## src/rtl/cam_pkg.sv

```systemverilog
// Shared camera constants, colour codes and RGB332 field helpers.
// Used by the frame analyser and its pixel classifier.
package cam_pkg;

  localparam int CAM_SCREEN_X = 160;
  localparam int CAM_SCREEN_Y = 120;
  localparam int CAM_NPIX     = CAM_SCREEN_X * CAM_SCREEN_Y;

  typedef enum logic [1:0] {
    COLOR_NONE  = 2'd0,
    COLOR_RED   = 2'd1,
    COLOR_GREEN = 2'd2,
    COLOR_BLUE  = 2'd3
  } color_e;

  typedef enum logic [1:0] {
    ST_IDLE,
    ST_SCAN,
    ST_DRAIN,
    ST_RESULT
  } state_e;

  function automatic logic [2:0] px_r(input logic [7:0] px);
    return px[7:5];
  endfunction

  function automatic logic [2:0] px_g(input logic [7:0] px);
    return px[4:2];
  endfunction

  function automatic logic [1:0] px_b(input logic [7:0] px);
    return px[1:0];
  endfunction

endpackage

```

## src/rtl/cam_color_stats_classifier.sv

```systemverilog
// Combinational RGB332 pixel classifier.
// Outputs are one-hot or all zero.
module rgb332_classifier
  import cam_pkg::*;
#(
  parameter int HI = 5,
  parameter int LO = 2
) (
  input  logic [7:0] px,
  output logic       is_red,
  output logic       is_green,
  output logic       is_blue
);

  localparam logic [2:0] HI3 = 3'(HI);
  localparam logic [2:0] LO3 = 3'(LO);

  logic [2:0] r;
  logic [2:0] g;
  logic [1:0] b;
  logic       r_hi;
  logic       r_lo;
  logic       g_hi;
  logic       g_lo;
  logic       b_lo;
  logic       b_hi;

  assign r = px_r(px);
  assign g = px_g(px);
  assign b = px_b(px);

  assign r_hi = (r >= HI3);
  assign r_lo = (r <= LO3);
  assign g_hi = (g >= HI3);
  assign g_lo = (g <= LO3);
  assign b_lo = (b <= 2'd1);
  assign b_hi = (b == 2'd3);

  assign is_red   = r_hi & g_lo & b_lo;
  assign is_green = g_hi & r_lo & b_lo;
  assign is_blue  = b_hi & r_lo & g_lo;

endmodule

```

## src/rtl/cam_color_stats.sv

```systemverilog
// Frame analyser: scans the capture buffer, counts red/green/blue
// pixels and reports the dominant colour.
module cam_color_stats
  import cam_pkg::*;
#(
  parameter int AW      = 15,
  parameter int NPIX    = cam_pkg::CAM_NPIX,
  parameter int HI      = 5,
  parameter int LO      = 2,
  parameter int MIN_CNT = 64
) (
  input  logic          clk,
  input  logic          rst,
  input  logic          start,
  output logic          busy,
  output logic          done,
  output logic [AW-1:0] mem_addr,
  input  logic [7:0]    mem_data,
  output logic [AW-1:0] cnt_red,
  output logic [AW-1:0] cnt_green,
  output logic [AW-1:0] cnt_blue,
  output logic [1:0]    color
);

  localparam logic [AW-1:0] LAST  = AW'(NPIX - 1);
  localparam logic [AW-1:0] MIN_C = AW'(MIN_CNT);

  state_e state;
  logic   vld;
  logic   is_red;
  logic   is_green;
  logic   is_blue;
  logic   red_win;
  logic   grn_win;
  logic   blu_win;
  color_e pick;

  rgb332_classifier #(
    .HI (HI),
    .LO (LO)
  ) u_cls (
    .px       (mem_data),
    .is_red   (is_red),
    .is_green (is_green),
    .is_blue  (is_blue)
  );

  // Ties fall to the earlier colour: red, then green, then blue.
  assign red_win = (cnt_red >= cnt_green) && (cnt_red >= cnt_blue);
  assign grn_win = !red_win && (cnt_green >= cnt_blue);
  assign blu_win = !red_win && !grn_win;

  always_comb begin
    pick = COLOR_NONE;
    unique case (1'b1)
      red_win: if (cnt_red >= MIN_C) pick = COLOR_RED;
      grn_win: if (cnt_green >= MIN_C) pick = COLOR_GREEN;
      blu_win: if (cnt_blue >= MIN_C) pick = COLOR_BLUE;
      default: pick = COLOR_NONE;
    endcase
  end

  always_ff @(posedge clk or posedge rst) begin
    if (rst) begin
      state     <= ST_IDLE;
      busy      <= 1'b0;
      done      <= 1'b0;
      vld       <= 1'b0;
      mem_addr  <= '0;
      cnt_red   <= '0;
      cnt_green <= '0;
      cnt_blue  <= '0;
      color     <= COLOR_NONE;
    end else begin
      done <= 1'b0;
      vld  <= 1'b0;
      // mem_data belongs to the address driven one cycle earlier.
      if (vld) begin
        if (is_red)   cnt_red   <= cnt_red + 1'b1;
        if (is_green) cnt_green <= cnt_green + 1'b1;
        if (is_blue)  cnt_blue  <= cnt_blue + 1'b1;
      end
      unique case (state)
        ST_IDLE: begin
          if (start && !done) begin
            cnt_red   <= '0;
            cnt_green <= '0;
            cnt_blue  <= '0;
            color     <= COLOR_NONE;
            mem_addr  <= '0;
            busy      <= 1'b1;
            state     <= ST_SCAN;
          end
        end
        ST_SCAN: begin
          vld <= 1'b1;
          if (mem_addr == LAST) begin
            state <= ST_DRAIN;
          end else begin
            mem_addr <= mem_addr + 1'b1;
          end
        end
        ST_DRAIN: begin
          state <= ST_RESULT;
        end
        ST_RESULT: begin
          color <= pick;
          done  <= 1'b1;
          busy  <= 1'b0;
          state <= ST_IDLE;
        end
        default: state <= ST_IDLE;
      endcase
    end
  end

endmodule

```

## config.mk

```make
export PLATFORM = sky130hd
export DESIGN_NAME = cam_color_stats
export DESIGN_NICKNAME = d
export VERILOG_FILES = /design/src/rtl/cam_pkg.sv /design/src/rtl/cam_color_stats_classifier.sv /design/src/rtl/cam_color_stats.sv
export SDC_FILE = /design/constraint.sdc
export NUM_CORES = 1
export LEC_CHECK = 0
export CORE_ASPECT_RATIO = 0.6
export CORE_UTILIZATION = 58
export DETAILED_ROUTE_END_ITERATION = 10
export GPL_TIMING_DRIVEN = 1
export PLACE_DENSITY = 0.89
export SYNTH_ARGS = -nofsm -noshare
export SYNTH_HDL_FRONTEND = slang
export SYNTH_SLANG_ARGS = --single-unit
```

## constraint.sdc

```tcl
create_clock -name clk -period 4.9 [get_ports clk]
set_clock_uncertainty 0.2 [all_clocks]
set_input_delay 1.225 -clock clk [delete_from_list [all_inputs] [get_ports clk]]
set_output_delay 1.225 -clock clk [all_outputs]
set_load 0.005 [all_outputs]
```

# Yosys cells after proc, flatten, opt, wreduce, memory -nomap -nowiden
# Cells that the tools add are included.
# classes
addsub	4
order_cmp	11
n_eq_ne	8
mux	28
bitwise_logic	6
reduce_logical	13
# ops
operator	n
15-bit two-way mux	14
15-bit by 1-bit adder with 15-bit output (second input constant)	4
15-bit >= comparator	3
15-bit by 7-bit >= comparator with 1-bit output (second input constant)	3
15-bit case mux with 2 select lines	1
15-bit equality test (second input constant)	1
2-bit two-way mux	5
2-bit case mux with 4 select lines	1
1-bit AND	6
2-bit equality test (second input constant)	3
3-bit >= comparator (second input constant)	2
3-bit by 2-bit <= comparator with 1-bit output (second input constant)	2
2-bit != test (second input constant)	3
2-bit case mux with 3 select lines	1
1-bit logical AND	4
1-bit two-way mux	4
2-bit case mux with 2 select lines	1
2-bit AND reduction	2
2-bit nonzero test	2
1-bit zero test	3
3-bit AND reduction	1
2-bit by 1-bit equality test with 1-bit output (second input constant)	1
2-bit by 1-bit <= comparator with 1-bit output (second input constant)	1
2-bit zero test	1
1-bit case mux with 2 select lines	1
# word_totals
reg_bits	67
out_inout_bits	64
word_cells	79

# Longest topological paths before layout
# logic_depth
depth_word	8
ltp_mapped	8

# Hierarchy
# A second synthesis with hierarchy kept.
# unflattened
cells_unflattened	499
area_unflattened_um2	4426.7
# by_module_without_submodules
mod	instances	cells_each	area_each_um2
cam_color_stats	1	492	4375.4
rgb332_classifier	1	7	51.3

# Least setup slack after synthesis
# Ideal clock, no wire load.
# synth_path
path_kind	input port to flip-flop
startpoint	in mem_data[6]
endpoint	reg cnt_green[12]
t_arrival_ns	2.369
path_slack_ns	2.199
stages	6
path_buffers	0
path_cell_list	a21o_1 or4_4 nor2_2 nand3_1 xnor2_1 nor2_1
# synth_between
elab_chain_len	7
# synth_lines
element	line_no	source
start, declared	cam_color_stats.sv:18	input logic [7:0] mem_data,
3-bit by 2-bit <= comparator with 1-bit output (*)	cam_color_stats_classifier.sv:33	assign r_lo = (r <= LO3);
1-bit AND (*) (2 in a row)	cam_color_stats_classifier.sv:40	assign is_green = g_hi & r_lo & b_lo;
15-bit two-way mux (*)	cam_color_stats.sv:80	if (is_green) cnt_green <= cnt_green + 1'b1;
15-bit two-way mux (*)	cam_color_stats.sv:78	if (vld) begin
15-bit two-way mux	cam_color_stats.sv:85	if (start && !done) begin
15-bit two-way mux (*)	cam_color_stats.sv:83	unique case (state)
end signal, assigned	cam_color_stats.sv:80	
end, declared	cam_color_stats.sv:20	output logic [AW-1:0] cnt_green,
# Mark *: on every way between the ends. The rest lies on a longest branch, timed or not.
# A chain may end at the register's enable or synchronous reset.

# Worst setup path after layout
# layout_path
startpoint	in start
endpoint	reg mem_addr[13]
# layout_between
elab_chain_len	3
# layout_lines
element	line_no	source
start, declared	cam_color_stats.sv:14	input logic start,
1-bit logical AND	cam_color_stats.sv:85	
2-bit != test (no line)	-	
3-bit AND reduction (no line)	-	
end signal, assigned	cam_color_stats.sv:100	mem_addr <= mem_addr + 1'b1;
end, declared	cam_color_stats.sv:17	output logic [AW-1:0] mem_addr,
# Every way passes these cells.

==> run summary <==
The final-report max-slew violation count was 0. The cell count after synthesis is roughly 490. The ratio of cells with drive above 1 in the final layout came out at 5.59%. The area overhead of the layout relative to synthesis is 25.9%. sky130_fd_sc_hd__nor2_1 is the most common cell in the netlist.

The minimum period implied by the final worst setup slack came out at ~3.2 ns. The critical path is of the in -> reg type. 0 antenna diodes ended up in the layout. The post-CTS setup buffer count came out at 0.

The flow ran to the end, and the final reports show no timing, DRC or antenna violations. The number of core rows came out at 24. The average cell area after synthesis came out at 9.26 um2. In this run, distinct cell masters in the synthesized netlist total 46. The final estimated routing congestion in global placement came out at 0.945.

The number of hold violations in the final report came out at 0. Setup repair after global routing left no endpoint under its margin. The clock input transition at the sequential cells of the worst setup and hold paths came out at around 0.050 ns. The number of stages on the worst hold path came out at 1. The leakage component of the power is 2.71 nW. The cell area power density is around 340 nW/um2.

The first detailed-routing pass took 5 iterations. The maximum clock path buffer count came out at 2. The clock net sink count came out at 67. Across the run, the number of max-cap violations was 0.

The number of cells on the worst reg-to-reg path is 8. The width of the chip is about 120 um. Summing the sequential cell areas from Yosys gives between 30% and 40% of the chip area. The via count of the first global-routing pass is around 3800. The class of the most critical hold timing path is reg -> reg. Hold timing on the final database bottoms out at a slack of between 0.3 and 0.4 ns.

The sum of negative setup slack is 0 ns. The net count of the mapped netlist came out at 554. The register bit total from synthesis came out at 67. The vertical die dimension is 70.2 um. The initial utilization of the core area, before any placement, comes to approximately three fifths.

Setup violations remaining at the end of the flow were counted as 0. Clock latency on the worst-skew pair, taken at its later pin, is 0.34 ns. The fmax is around 0.32 GHz. The number of top-level pins is 75.

Fill cells in the final layout number 502. The total wire length came out at around 12000 um. Detailed routing inserted a total of around 4000 vias. The critical path data required time came out at between 4 and 5 ns. The worst supply voltage drop on vdd is about 230 uV. The total global-route track usage came out at about a third.

The first-iteration detailed-routing DRC count is 251. The net total in the final layout is between 600 and 700. STA classifies the critical path endpoint as a flop. The floorplan die area came out at 8130 um2. The initial antenna violation count came out at 0. The number of buffers inserted for hold repair after clock tree synthesis is 0. The root buffer cell chosen for the clock tree is sky130_fd_sc_hd__clkbuf_16. By area the synthesized netlist is led by sky130_fd_sc_hd__dfrtp_1, sky130_fd_sc_hd__ha_1, sky130_fd_sc_hd__xnor2_1. The worst pin sits at a relative slew slack of 34.2%. The worst setup path is launched from an input pin. The post-route cell area came out at 5670 um2. The count of nets left with antenna violations after detail routing is 0. The post-cts gate resize count is 0. The wire length per cell came out at ~17 um.

For hold timing, the worst endpoint is color[0]. TritonCTS built the clock tree. The placed instance area is about 5400 um2. The fraction of post-synthesis cell area in the top cell type by area is 37.2%. Entering global routing, the biggest net connects between 40 and 50 pins. Data on the critical path arrives at its endpoint at approximately 3.2 ns. The actual slew at the worst max-slew pin came out at about 0.99 ns.

Yosys mapped a number of flops with a built-in enable equal to 0. The detailed-route vias per instance is between 5 and 6. The worst register-to-register path begins at cnt_green[2]. The startpoint of the most critical hold path is color[0]. The deepest level of the CTS H-tree came out at 3.

TritonCTS created 9 clock buffers. The dominant cell type by area after synthesis is sky130_fd_sc_hd__dfrtp_1. The synthesized area came out at roughly 4500 um2. The HPWL after detailed placement is about 8900 um. The most used flip-flop cell after synthesis is sky130_fd_sc_hd__dfrtp_1. The worst path uses about 65% of the clock period. The global-route wire length before repair came out at approximately 19000 um. Ranked by instance count, the synthesized netlist is headed by sky130_fd_sc_hd__nor2_1, sky130_fd_sc_hd__dfrtp_1, sky130_fd_sc_hd__ha_1. The worst setup slack for register-to-register paths is between 2 and 2.5 ns. The placeable core area is between 7000 and 8000 um2. The maximum fanout count along the critical path came out at 18. The count of buffers from port buffering is between 70 and 80. The residual DRC count is 0.

The share of async-settable or async-resettable flops after synthesis is 100%. For this run, the number of Yosys warnings is 0. The aggregate global routing overflow is 0. The destination of the worst register-to-register timing path is color[0].
-- critical path, cell delays in order --
cell	delay, ns
sky130_fd_sc_hd__clkdlybuf4s50_1	0.47
sky130_fd_sc_hd__and3b_1	0.57
sky130_fd_sc_hd__a21o_1	0.22
sky130_fd_sc_hd__o2111a_1	0.32
sky130_fd_sc_hd__and3_1	0.20
sky130_fd_sc_hd__xnor2_1	0.12
sky130_fd_sc_hd__nor2_1	0.05
-- state kept, by name (all words and copies together), names as in the netlist --
name and cells:
cnt_blue 15, cnt_green 15, cnt_red 15, mem_addr 15
color 2, state 2, busy 1, done 1
vld 1
-- power breakdown --
group,leakage (nW),total (mW),switching (mW),internal (mW)
clock network,0.146,0.639,0.222,0.418
registers,0.812,0.741,0.125,0.617
logic,1.75,0.565,0.276,0.289
total,2.71,1.95,0.623,1.32
-- routing by layer --
metal	GRT usage (%)	up-vias	share of wire [%]
met5	0	-	0
met4	8.55	0	1.3
met3	7.55	23	8.5
met2	46.8	179	44
met1	46.8	1927	46
li1	-	1847	-
-- layout make-up --
| class | instances | area (um2) | share of cell area (%) |
|---|---|---|---|
| clock buffers | 13 | 260 | 4.59 |
| multi-input cells | 372 | 2650 | 46.7 |
| inverters | 40 | 150 | 2.65 |
| well taps | 104 | 130 | 2.30 |
| clock inverters | 2 | 35.0 | 0.618 |
| flip-flops and latches | 67 | 1680 | 29.6 |
| repair buffers | 78 | 771 | 13.6 |
-- placed cells by master, fill, tap and decap left out, types with 3 or more instances in the layout --
cell type                         instances
sky130_fd_sc_hd__a21o_1                   4
sky130_fd_sc_hd__a21oi_1                 31
sky130_fd_sc_hd__and3_1                  12
sky130_fd_sc_hd__and3b_1                  3
sky130_fd_sc_hd__and4_1                   9
sky130_fd_sc_hd__buf_4                    4
sky130_fd_sc_hd__clkbuf_16                9
sky130_fd_sc_hd__clkdlybuf4s50_1         74
sky130_fd_sc_hd__dfrtp_1                 67
sky130_fd_sc_hd__ha_1                    57
sky130_fd_sc_hd__inv_1                   39
sky130_fd_sc_hd__mux2i_1                  4
sky130_fd_sc_hd__nand2_1                 30
sky130_fd_sc_hd__nand2b_1                 3
sky130_fd_sc_hd__nand3_1                 26
sky130_fd_sc_hd__nand4_1                 13
sky130_fd_sc_hd__nor2_1                  68
sky130_fd_sc_hd__nor3_1                   9
sky130_fd_sc_hd__nor4_1                   4
sky130_fd_sc_hd__o21ai_0                 13
sky130_fd_sc_hd__xnor2_1                 37
sky130_fd_sc_hd__xor2_1                  16
-- per-stage QoR --
step | instances | worst slack (ns) | power (mW) | utilization, %
6_report | 676 | 1.73 | 1.95 | 76.7
5_1_grt | 676 | 1.65 | 2.05 | 76.7
4_1_cts | 676 | 1.77 | 1.94 | 76.7
3_5_place_dp | 661 | 1.43 | 1.30 | 72.7
3_3_place_gp | 661 | 1.48 | 1.25 | 72.7
2_1_floorplan | 486 | 1.79 | 1.04 | -
-- worst max path at each step --
stage	from	slack, ns	cells after the start	end
after CTS	start	1.77	7	mem_addr[14]
final	start	1.73	7	mem_addr[13]
after global placement	start	1.48	7	mem_addr[13]
after detailed placement	start	1.43	7	mem_addr[14]
after global routing	start	1.65	7	mem_addr[13]
after floorplan	rst	1.79	1	busy
-- kinds of logic (layout without fill, tap and decap cells) --
group / after synthesis / after routing / synth area share (%)
buffers and inverters: 47 / 133 / 4.00
xor gates and xnor gates: 53 / 53 / 10.3
DFF: 67 / 67 / 37.2
and+or+nand+nor: 194 / 194 / 23.1
muxes: 5 / 5 / 1.14
adders and majority gates: 57 / 57 / 15.8
AOI/OAI and AO/OA: 63 / 63 / 8.39
No activity file was read; power rests on OpenSTA's default activity.
